## src/rtl/game2048_pkg.sv

```systemverilog
// Shared types and constants for the 2048 game datapath.
// Holds tile encodings, the spawner state type and the LFSR tap table.
package game2048_pkg;

    localparam int N_DEF      = 4;
    localparam int TILE_W_DEF = 12;

    localparam int TILE_EMPTY = 0;
    localparam int TILE_2     = 2;
    localparam int TILE_4     = 4;

    typedef enum logic [2:0] {
        IDLE  = 3'd0,
        SCAN  = 3'd1,
        PICK  = 3'd2,
        PLACE = 3'd3,
        FIN   = 3'd4
    } spawn_state_t;

    // Galois (right-shift) feedback masks for maximal-length generators.
    // Widths without a table entry fall back to a simple x^w + x + 1 style
    // mask; the zero guard in lfsr_gen keeps such a generator alive.
    function automatic logic [31:0] lfsr_taps(input int w);
        logic [31:0] mask_s;
        case (w)
            8:       mask_s = 32'h0000_00B8;
            16:      mask_s = 32'h0000_B400;
            24:      mask_s = 32'h00E1_0000;
            32:      mask_s = 32'hA300_0000;
            default: mask_s = (32'h0000_0001 << (w - 1)) | 32'h0000_0001;
        endcase
        return mask_s;
    endfunction

endpackage

```

## src/rtl/tile_spawner_if.sv

```systemverilog
// Request/result bundle between the game FSM (master) and the tile spawner (slave).
interface tile_spawner_if #(
    parameter int N      = 4,
    parameter int TILE_W = 12,
    parameter int LFSR_W = 16
);
    localparam int RC_W = (N > 1) ? $clog2(N) : 1;

    logic                                 start;
    logic                                 seed_load;
    logic [LFSR_W-1:0]                    seed;
    logic [N-1:0][N-1:0][TILE_W-1:0]      board_in;
    logic [N-1:0][N-1:0][TILE_W-1:0]      board_out;
    logic [RC_W-1:0]                      spawn_row;
    logic [RC_W-1:0]                      spawn_col;
    logic [TILE_W-1:0]                    spawn_val;
    logic                                 busy;
    logic                                 done;
    logic                                 full;

    modport master (
        output start, seed_load, seed, board_in,
        input  board_out, spawn_row, spawn_col, spawn_val, busy, done, full
    );

    modport slave (
        input  start, seed_load, seed, board_in,
        output board_out, spawn_row, spawn_col, spawn_val, busy, done, full
    );

endinterface

```

## src/rtl/lfsr_gen.sv

```systemverilog
// Free-running Galois LFSR with synchronous load and a zero-state guard.
// A load value of zero, or the generator ever reaching zero, reloads SEED.
module lfsr_gen #(
    parameter int           W    = 16,
    parameter logic [W-1:0] SEED = W'(32'h0000_ACE1),
    parameter logic [W-1:0] TAPS = W'(32'h0000_B400)
) (
    input  logic         clk,
    input  logic         rst,
    input  logic         load,
    input  logic [W-1:0] load_val,
    output logic [W-1:0] state
);

    logic [W-1:0] lfsr_r;
    logic [W-1:0] next_s;
    logic [W-1:0] load_s;

    // Next-state: one Galois step, or SEED if the register has collapsed to zero.
    always_comb begin
        next_s = lfsr_r >> 1;
        if (lfsr_r == {W{1'b0}}) begin
            next_s = SEED;
        end else if (lfsr_r[0]) begin
            next_s = (lfsr_r >> 1) ^ TAPS;
        end else begin
            next_s = lfsr_r >> 1;
        end
    end

    // Load value selection: zero is never allowed into the register.
    always_comb begin
        if (load_val == {W{1'b0}}) begin
            load_s = SEED;
        end else begin
            load_s = load_val;
        end
    end

    // State register: load has priority over stepping.
    always_ff @(posedge clk or posedge rst) begin
        if (rst) begin
            lfsr_r <= SEED;
        end else if (load) begin
            lfsr_r <= load_s;
        end else begin
            lfsr_r <= next_s;
        end
    end

    assign state = lfsr_r;

endmodule

```

## src/rtl/tile_spawner.sv

```systemverilog
// Random tile spawner for the 2048 board.
// On start it snapshots the board, counts empty cells, picks one of them
// uniformly from the snapshotted LFSR value and writes a 2 or a 4 into it.
// A board without empty cells completes with full set and the board untouched.
module tile_spawner
    import game2048_pkg::*;
#(
    parameter int                N       = N_DEF,
    parameter int                TILE_W  = TILE_W_DEF,
    parameter int                LFSR_W  = 16,
    parameter logic [LFSR_W-1:0] SEED    = LFSR_W'(32'h0000_ACE1),
    parameter int                FOUR_TH = 2
) (
    input logic           clk,
    input logic           rst,
    tile_spawner_if.slave bus
);

    localparam int CELLS  = N * N;
    localparam int IDX_W  = $clog2(CELLS);
    localparam int CNT_W  = $clog2(CELLS + 1);
    localparam int RC_W   = (N > 1) ? $clog2(N) : 1;
    localparam int PROD_W = 8 + CNT_W;
    localparam logic [IDX_W-1:0] LAST_IDX = IDX_W'(CELLS - 1);

    // Random source, shared design with the AI/demo player.
    logic [LFSR_W-1:0] lfsr_s;

    lfsr_gen #(
        .W    (LFSR_W),
        .SEED (SEED),
        .TAPS (LFSR_W'(lfsr_taps(LFSR_W)))
    ) u_lfsr (
        .clk      (clk),
        .rst      (rst),
        .load     (bus.seed_load),
        .load_val (bus.seed),
        .state    (lfsr_s)
    );

    // Working state. The board is held flat so idx = row*N + col addresses it directly.
    spawn_state_t                   state_r;
    logic [CELLS-1:0][TILE_W-1:0]   board_r;
    logic [LFSR_W-1:0]              r_r;
    logic [IDX_W-1:0]               idx_r;
    logic [CNT_W-1:0]               cnt_r;
    logic [CNT_W-1:0]               run_r;
    logic [CNT_W-1:0]               tgt_r;
    logic [TILE_W-1:0]              val_r;
    logic                           nocell_r;

    // Registered outputs.
    logic [CELLS-1:0][TILE_W-1:0]   board_out_r;
    logic [RC_W-1:0]                spawn_row_r;
    logic [RC_W-1:0]                spawn_col_r;
    logic [TILE_W-1:0]              spawn_val_r;
    logic                           busy_r;
    logic                           done_r;
    logic                           full_r;

    // Decoded views of the current cell and the pick arithmetic.
    logic [TILE_W-1:0]              cell_s;
    logic                           cell_empty_s;
    logic [RC_W-1:0]                row_s;
    logic [RC_W-1:0]                col_s;
    logic [PROD_W-1:0]              prod_s;
    logic [CNT_W-1:0]               tgt_s;
    logic [TILE_W-1:0]              val_s;

    // Cell decode, coordinate split and scaled target: top byte * cnt / 256 is in 0..cnt-1.
    always_comb begin
        cell_s       = board_r[idx_r];
        cell_empty_s = (cell_s == TILE_W'(TILE_EMPTY));
        row_s        = RC_W'(int'(idx_r) / N);
        col_s        = RC_W'(int'(idx_r) % N);
        prod_s       = PROD_W'(r_r[LFSR_W-1 -: 8]) * PROD_W'(cnt_r);
        tgt_s        = prod_s[8 +: CNT_W];
        if (r_r[3:0] < 4'(FOUR_TH)) begin
            val_s = TILE_W'(TILE_4);
        end else begin
            val_s = TILE_W'(TILE_2);
        end
    end

    // Spawn sequencer: IDLE -> SCAN -> PICK -> (PLACE) -> FIN -> IDLE.
    always_ff @(posedge clk or posedge rst) begin
        if (rst) begin
            state_r     <= IDLE;
            board_r     <= '{default: {TILE_W{1'b0}}};
            r_r         <= {LFSR_W{1'b0}};
            idx_r       <= {IDX_W{1'b0}};
            cnt_r       <= {CNT_W{1'b0}};
            run_r       <= {CNT_W{1'b0}};
            tgt_r       <= {CNT_W{1'b0}};
            val_r       <= {TILE_W{1'b0}};
            nocell_r    <= 1'b0;
            board_out_r <= '{default: {TILE_W{1'b0}}};
            spawn_row_r <= {RC_W{1'b0}};
            spawn_col_r <= {RC_W{1'b0}};
            spawn_val_r <= {TILE_W{1'b0}};
            busy_r      <= 1'b0;
            done_r      <= 1'b0;
            full_r      <= 1'b0;
        end else begin
            done_r <= 1'b0;
            case (state_r)
                IDLE: begin
                    if (bus.start) begin
                        board_r <= bus.board_in;
                        r_r     <= lfsr_s;
                        busy_r  <= 1'b1;
                        full_r  <= 1'b0;
                        idx_r   <= {IDX_W{1'b0}};
                        cnt_r   <= {CNT_W{1'b0}};
                        state_r <= SCAN;
                    end
                end
                SCAN: begin
                    if (cell_empty_s) begin
                        cnt_r <= cnt_r + CNT_W'(1'b1);
                    end
                    if (idx_r == LAST_IDX) begin
                        idx_r   <= {IDX_W{1'b0}};
                        state_r <= PICK;
                    end else begin
                        idx_r <= idx_r + IDX_W'(1'b1);
                    end
                end
                PICK: begin
                    idx_r <= {IDX_W{1'b0}};
                    run_r <= {CNT_W{1'b0}};
                    if (cnt_r == {CNT_W{1'b0}}) begin
                        nocell_r <= 1'b1;
                        state_r  <= FIN;
                    end else begin
                        nocell_r <= 1'b0;
                        tgt_r    <= tgt_s;
                        val_r    <= val_s;
                        state_r  <= PLACE;
                    end
                end
                PLACE: begin
                    if (cell_empty_s && (run_r == tgt_r)) begin
                        board_r[idx_r] <= val_r;
                        spawn_row_r    <= row_s;
                        spawn_col_r    <= col_s;
                        spawn_val_r    <= val_r;
                        state_r        <= FIN;
                    end else begin
                        if (cell_empty_s) begin
                            run_r <= run_r + CNT_W'(1'b1);
                        end
                        // The target always exists; the last-cell exit only guards against corruption.
                        if (idx_r == LAST_IDX) begin
                            state_r <= FIN;
                        end else begin
                            idx_r <= idx_r + IDX_W'(1'b1);
                        end
                    end
                end
                FIN: begin
                    board_out_r <= board_r;
                    full_r      <= nocell_r;
                    done_r      <= 1'b1;
                    busy_r      <= 1'b0;
                    state_r     <= IDLE;
                end
                default: begin
                    busy_r  <= 1'b0;
                    state_r <= IDLE;
                end
            endcase
        end
    end

    assign bus.board_out = board_out_r;
    assign bus.spawn_row = spawn_row_r;
    assign bus.spawn_col = spawn_col_r;
    assign bus.spawn_val = spawn_val_r;
    assign bus.busy      = busy_r;
    assign bus.done      = done_r;
    assign bus.full      = full_r;

endmodule

```

## src/flat_wrapper.sv

```systemverilog
// flat-port wrapper written by rule: the top's interface ports become plain ports
module tile_spawner_flat import game2048_pkg::*;
#(
    parameter int                N       = N_DEF,
    parameter int                TILE_W  = TILE_W_DEF,
    parameter int                LFSR_W  = 16,
    parameter logic [LFSR_W-1:0] SEED    = LFSR_W'(32'h0000_ACE1),
    parameter int                FOUR_TH = 2
)
  (clk, rst, bus_start, bus_seed_load, bus_seed, bus_board_in, bus_board_out, bus_spawn_row, bus_spawn_col, bus_spawn_val, bus_busy, bus_done, bus_full);
  tile_spawner_if #(.N(N), .TILE_W(TILE_W), .LFSR_W(LFSR_W)) bus_i ();
  input logic clk;
  input logic rst;
  input wire logic [$bits(bus_i.start)-1:0] bus_start;
  input wire logic [$bits(bus_i.seed_load)-1:0] bus_seed_load;
  input wire logic [$bits(bus_i.seed)-1:0] bus_seed;
  input wire logic [$bits(bus_i.board_in)-1:0] bus_board_in;
  output wire logic [$bits(bus_i.board_out)-1:0] bus_board_out;
  output wire logic [$bits(bus_i.spawn_row)-1:0] bus_spawn_row;
  output wire logic [$bits(bus_i.spawn_col)-1:0] bus_spawn_col;
  output wire logic [$bits(bus_i.spawn_val)-1:0] bus_spawn_val;
  output wire logic [$bits(bus_i.busy)-1:0] bus_busy;
  output wire logic [$bits(bus_i.done)-1:0] bus_done;
  output wire logic [$bits(bus_i.full)-1:0] bus_full;
  assign bus_i.start = bus_start;
  assign bus_i.seed_load = bus_seed_load;
  assign bus_i.seed = bus_seed;
  assign bus_i.board_in = bus_board_in;
  assign bus_board_out = bus_i.board_out;
  assign bus_spawn_row = bus_i.spawn_row;
  assign bus_spawn_col = bus_i.spawn_col;
  assign bus_spawn_val = bus_i.spawn_val;
  assign bus_busy = bus_i.busy;
  assign bus_done = bus_i.done;
  assign bus_full = bus_i.full;
  tile_spawner #(.N(N), .TILE_W(TILE_W), .LFSR_W(LFSR_W), .SEED(SEED), .FOUR_TH(FOUR_TH)) u_core (.clk(clk), .rst(rst), .bus(bus_i));
endmodule
```

## config.mk

```make
export PLATFORM = sky130hd
export DESIGN_NAME = tile_spawner_flat
export DESIGN_NICKNAME = d
export VERILOG_FILES = /design/src/rtl/game2048_pkg.sv /design/src/rtl/tile_spawner_if.sv /design/src/rtl/lfsr_gen.sv /design/src/rtl/tile_spawner.sv /design/src/flat_wrapper.sv
export SDC_FILE = /design/constraint.sdc
export NUM_CORES = 1
export LEC_CHECK = 0
export ABC_CLOCK_PERIOD_IN_PS = 21400
export CAP_MARGIN = 40
export CORE_MARGIN = 5
export CORE_UTILIZATION = 35
export CTS_CLUSTER_DIAMETER = 200
export DETAILED_ROUTE_END_ITERATION = 8
export PLACE_DENSITY = 0.62
export SLEW_MARGIN = 5
export SYNTH_ARGS = -nofsm -noshare
export SYNTH_HDL_FRONTEND = slang
export SYNTH_SLANG_ARGS = --single-unit
```

## constraint.sdc

```tcl
create_clock -name clk -period 21.4 [get_ports clk]
set_input_delay 4.28 -clock clk [delete_from_list [all_inputs] [get_ports clk]]
set_output_delay 4.28 -clock clk [all_outputs]
set_load 0.1 [all_outputs]
```

== Yosys cells after proc, flatten, opt, wreduce, memory -nomap -nowiden ==
Index checks and enable logic that the tools add are counted.

* Bits in registers: 470
* Output and inout port bits: 211
* Logic and storage cells: 130

* Add/subtract/negate cells: 3
* Multiply operators: 1
* Magnitude comparators: 3
* Eq/ne operators: 14
* Muxes and demuxes: 36
* Bitwise logic cells: 3
* Reductions and logical operators: 23

{| class="wikitable"
|+ Operators by type and width
! kind !! number
|-
| 2-to-1 mux 192 bit || 2
|-
| one-hot mux 192 bit (2 select lines) || 1
|-
| bitwise mux 192 bit || 1
|-
| 2-to-1 mux 16 bit || 4
|-
| binary-select mux 12 bit (select 4 bit) || 1
|-
| demux 12 bit (select 4 bit) || 1
|-
| zero test 16 bit || 2
|-
| 2-to-1 mux 12 bit || 2
|-
| 2-to-1 mux 5 bit || 4
|-
| one-hot mux 5 bit (2 select lines) || 2
|-
| 2-to-1 mux 3 bit || 6
|-
| 2-to-1 mux 4 bit || 4
|-
| one-hot mux 4 bit (4 select lines) || 1
|-
| multiplier 8 x 5 -> 13 bit || 1
|-
| zero test 12 bit || 1
|-
| one-hot mux 3 bit (4 select lines) || 1
|-
| AND reduction 3 bit || 4
|-
| adder 5 x 1 -> 5 bit, second input constant || 2
|-
| AND reduction 2 bit || 5
|-
| != test 2 x 1 -> 1 bit, second input constant || 4
|-
| nonzero test 2 bit || 4
|-
| == test 3 x 2 -> 1 bit, second input constant || 2
|-
| != test 2 bit, second input constant || 3
|-
| == test 5 bit || 1
|-
| other kinds (18) || 24
|}

== Depth between registers and ports, before layout ==
* Word-level depth: 7
* Depth in mapped cells: 16

== Hierarchy ==
From an unflattened synthesis, not the netlist that was laid out.

* Cell total of the unflattened synthesis: 1,482
* Area, all modules: 19,190.9 µm²

{| class="wikitable"
|+ By module, submodules not included
! module !! instances !! cells an instance !! area each (µm²) !! sequential area each (µm²)
|-
| tile_spawner || 1 || 1,431 || 18,457.7 || 10,735.3
|-
| lfsr_gen || 1 || 51 || 733.2 || 410.4
|}

== Worst setup path before layout ==
OpenSTA, ideal clock, no wires.

* Path kind: input to register
* Start point: input port bus_start
* End point: register u_core.board_r[24] (netlist bit)
* Library setup time: 0.064 ns
* Arrival time: 5.611 ns
* Data required time: 21.336 ns
* Setup slack: 15.726 ns
* Stages on the path: 5
* Buffers on the path: 3
* Path through: nor4b_1 -> clkbuf_1 -> clkbuf_1 -> clkbuf_1 -> a22o_2

* Cells in the longest elaborated chain, start to end: 2

{| class="wikitable"
|+ RTL lines
! what !! RTL line !! text
|-
| start: declaration || flat_wrapper.sv:14 || <nowiki>input wire logic [$bits(bus_i.start)-1:0] bus_start;</nowiki>
|-
| != test 2 bit (no line) || - ||
|-
| AND reduction 3 bit (no line) || - ||
|-
| end signal: assignment || tile_spawner.sv:109 || <nowiki>board_r <= bus.board_in;</nowiki>
|-
| end signal: indexed assignment || tile_spawner.sv:144 || <nowiki>board_r[idx_r] <= val_r;</nowiki>
|-
| end: declaration || tile_spawner.sv:43 || <nowiki>logic [CELLS-1:0][TILE_W-1:0] board_r;</nowiki>
|}

No other way between the ends.
A chain may end at the register's enable or synchronous reset.

== Worst setup path in the final report ==
* Start point: input port bus_start
* End point: register u_core.board_r[20] (netlist bit)

Same word-level chain as after synthesis.

==> impl_metrics.ini <==
[cts]
cts_sinks = 445
root_buffer = clkbuf_16
h-tree-depth = 2
clk_pin_slew_ns = 0.06
numCtsBuffers = 49
hold_buffers = 0
cts_tree = built
cts_resized = 0
cts_buffer_depth = 3
clock_latency_ns = 0.58
cts_setup_buffers = 0

[power_and_ir_drop]
pwr-share-seq_pct = 27.1
sw_frac_of_total_pct = 45.1
leakage_nw = 13.5
power_density_nw_per_um2 = 189
p_comb_share_pct = 56.5
peakVddDrop_v = 0.000141
p_clk_share_pct = 16.4
p_sw_mw = 2.53
p_int_mw = 3.08

[critical_path]
startpoint_type = input pin
cp_max_fo = 66
crit_start = bus_start
r2r-end = u_core.tgt_r[4]
cp.arrival_ns = 7.25
rrSetupSlack_ns = 17.21
cp.required_ns = 21.86
reg2regPathDepth = 14
worstSetupPathType = in -> reg
crit_path_end = u_core.board_r[20]
setup.worst_path.end_class = register
r2r-start = u_core.cnt_r[2]

[die]
design.die.area_um2 = 58800
initial_core_util_pct = 35.2
core.rowCount = 85
die_x_um = 242
coreArea_um2 = 53700
die_h_um = 242
ios = 423

[detailed_routing]
drt-total-wl_um = 64100
wl_per_cell_um = 22.8
viasPerCell = 5.16
drc = 0
vias = 14500
ant_nets = 0
drt_pre_antenna_iters = 5
first_iter_violations = 947

[global_routing]
overflow = 0
grt_pass1_vias = 15800
grt_max_degree = 173
grt_use_met2_pct = 34.9
grt_use_total_pct = 21.4
grt-busiest-layer = met2
grt_pass1_wl_um = 98800
antenna_found_initial = 14
grtUsageMet3_pct = 5.33
met1_usage_pct = 28.2

[flow_run]
drv_cap = 0

[yosys]
yosysUniqueCellTypes = 60
syn_area_um2 = 18900
synth_top_area_cell = dfrtp_1
ys.flop_type = dfrtp_1
ys_ff_latch = 445
synth.avg_cell_area_um2 = 12.9
postSynth.asyncResetShare_pct = 100
syn_inst = 1466
ys_warn_count = 0
synth-edff-count = 0
synthTopCellsByArea = dfrtp_1, mux2_2, a22o_1, nand2_1, fa_1
synth_top_area_share_pct = 57.8
synth_seq_area_share_pct = 58.9

[cells_and_area]
nNetsFinal = 2325
n_fill_cell = 4188
area_growth_pct = 56.6
register_area_um2 = 11100
multi_input_area_um2 = 7160
layout-drive-gt1-share_pct = 26.0

[placed_design]
portBuffers = 412
hpwl_um = 46900
gp_congestion = 0.840

[sta]
setup_violations = 0
clock_skew_ns = 0.0164
fin_crit_sh_pct = 31.7
worst_pin_slew_ns = 0.982
max_clock_freq_mhz = 147
slew_headroom_pct = 34.6
rsz0062_at_grt = false
tns_ns = 0
finalCriticalPeriod_ns = 6.79
report.final.hold_viol_count = 0
whs_ns = 0.478
drv_slew = 0

[status]
outcome = complete, no violations

[worst_hold_path]
hold_class = reg -> reg
## final cells by class
type	instances	share of cell area (%)
diodes	8	0.0676
clock buffers	67	4.82
inverters	64	0.836
clock inverters	25	1.19
repair buffers	647	28.4
multi-input cells	863	24.2
flip-flops and latches	445	37.6
well taps	696	2.94
## power by group through the flow
stage | Sequential [mW] | Combinational (mW) | Clock [mW]
2_1_floorplan | 2.56 | 0.713 | 0
3_3_place_gp | 1.51 | 2.41 | 0
3_5_place_dp | 1.52 | 3.18 | 0
4_1_cts | 1.52 | 3.19 | 0.941
5_1_grt | 1.57 | 3.30 | 0.978
6_report | 1.52 | 3.17 | 0.921
## worst max-delay path, stage by stage
cell             delay, ns
clkdlybuf4s50_1       0.52
nor4b_2               0.26
buf_4                 0.66
buf_4                 0.69
o21ai_1               0.32
buf_4                 0.26
a22o_1                0.19
## Yosys cell counts (2+ instances only)
master,number
nor2b_1,6
a31oi_1,5
fa_1,17
nand2b_1,10
dfrtp_1,437
o21ai_0,20
buf_4,10
mux4_2,2
nor3_1,8
a211o_1,2
o31ai_1,5
o21ai_1,8
xnor2_1,8
nand2_1,99
nand4_1,5
o21a_1,3
o311ai_0,2
o22ai_1,5
ha_1,26
dfstp_2,8
and2_1,27
nand4b_1,3
o211ai_1,3
a221oi_1,2
nand3_1,16
o22a_1,8
clkbuf_1,79
xor2_1,5
a21oi_1,44
nor4b_1,2
or4_1,9
a41o_1,4
a22o_1,159
inv_1,64
nor4_1,49
and3_1,11
mux2_2,207
nor2_1,18
or4b_2,2
buf_2,13
a22oi_1,5
mux2i_1,32
## sequential cells by signal, indices dropped and copies added (netlist names), 3 cells and up
| signal | flops |
|---|---|
| u_core.board_r | 192 |
| u_core.bus.board_out | 192 |
| u_core.u_lfsr.state | 16 |
| u_core.r_r | 11 |
| u_core.cnt_r | 5 |
| u_core.run_r | 5 |
| u_core.tgt_r | 5 |
| u_core.idx_r | 4 |
| u_core.state_r | 3 |
## layer usage
metal / part of all wire [%] / vias up / wire [um]
met5: 0.092 / - / 59
met1: 42 / 7409 / 27000
met3: 6.1 / 111 / 3920
met2: 49 / 473 / 31100
met4: 3.1 / 10 / 2020
li1: - / 6525 / -
## cells in the final DEF (no fill, tap or decap), drive strengths merged, types with 10 or more instances in the layout
master	synthesis	layout
clkinv	0	10
fa	17	17
conb	1	10
dfrtp	437	437
a22o	160	160
clkbuf	79	67
and3	11	11
ha	26	26
and2	27	27
inv	64	67
nand2	99	99
nor4	50	50
nand2b	10	10
mux2i	32	32
a21oi	44	44
nand3	16	16
clkdlybuf4s50	0	412
mux2	207	207
buf	24	232
o21ai	28	28
nor2	18	18
## cells by family (layout without fill, tap and decap cells)
logic type / count (synthesis) / count (layout) / share of synthesized area [%]
adders and majority gates: 43 / 43 / 3.52
other: 1 / 18 / 0.0198
DFF: 445 / 445 / 58.9
AOI/OAI and AO/OA: 284 / 284 / 11.5
buffers and inverters: 167 / 803 / 3.60
muxes: 241 / 241 / 14.3
xor gates and xnor gates: 13 / 13 / 0.602
and+or+nand+nor: 272 / 272 / 7.53
## how the worst min path moves through the flow
stage                  start  cells past startpoint  slack [ns]       endpoint
6_report       u_core.r_r[3]                      2        0.48  u_core.r_r[3]
5_1_grt        u_core.r_r[3]                      2        0.51  u_core.r_r[3]
4_1_cts        u_core.r_r[3]                      2        0.48  u_core.r_r[3]
3_5_place_dp   u_core.r_r[3]                      2        0.46  u_core.r_r[3]
3_3_place_gp   u_core.r_r[2]                      2        0.47  u_core.r_r[2]
2_1_floorplan  u_core.r_r[3]                      2        0.45  u_core.r_r[3]
## through the flow
stage               setup slack (ns)  area [um^2]  total power [mW]  utilization (%)  std cells
global route                   14.49        29600              5.84             55.2       2815
global placement               14.13        23700              3.92             44.1       2493
finish                         14.61        29600              5.61             55.2       2815
floorplan                       4.73        18900              3.27                -       1475
CTS                            14.63        29600              5.65             55.1       2805
detailed placement             14.04        27800              4.70             51.8       2713
No activity file was read; power rests on OpenSTA's default activity.
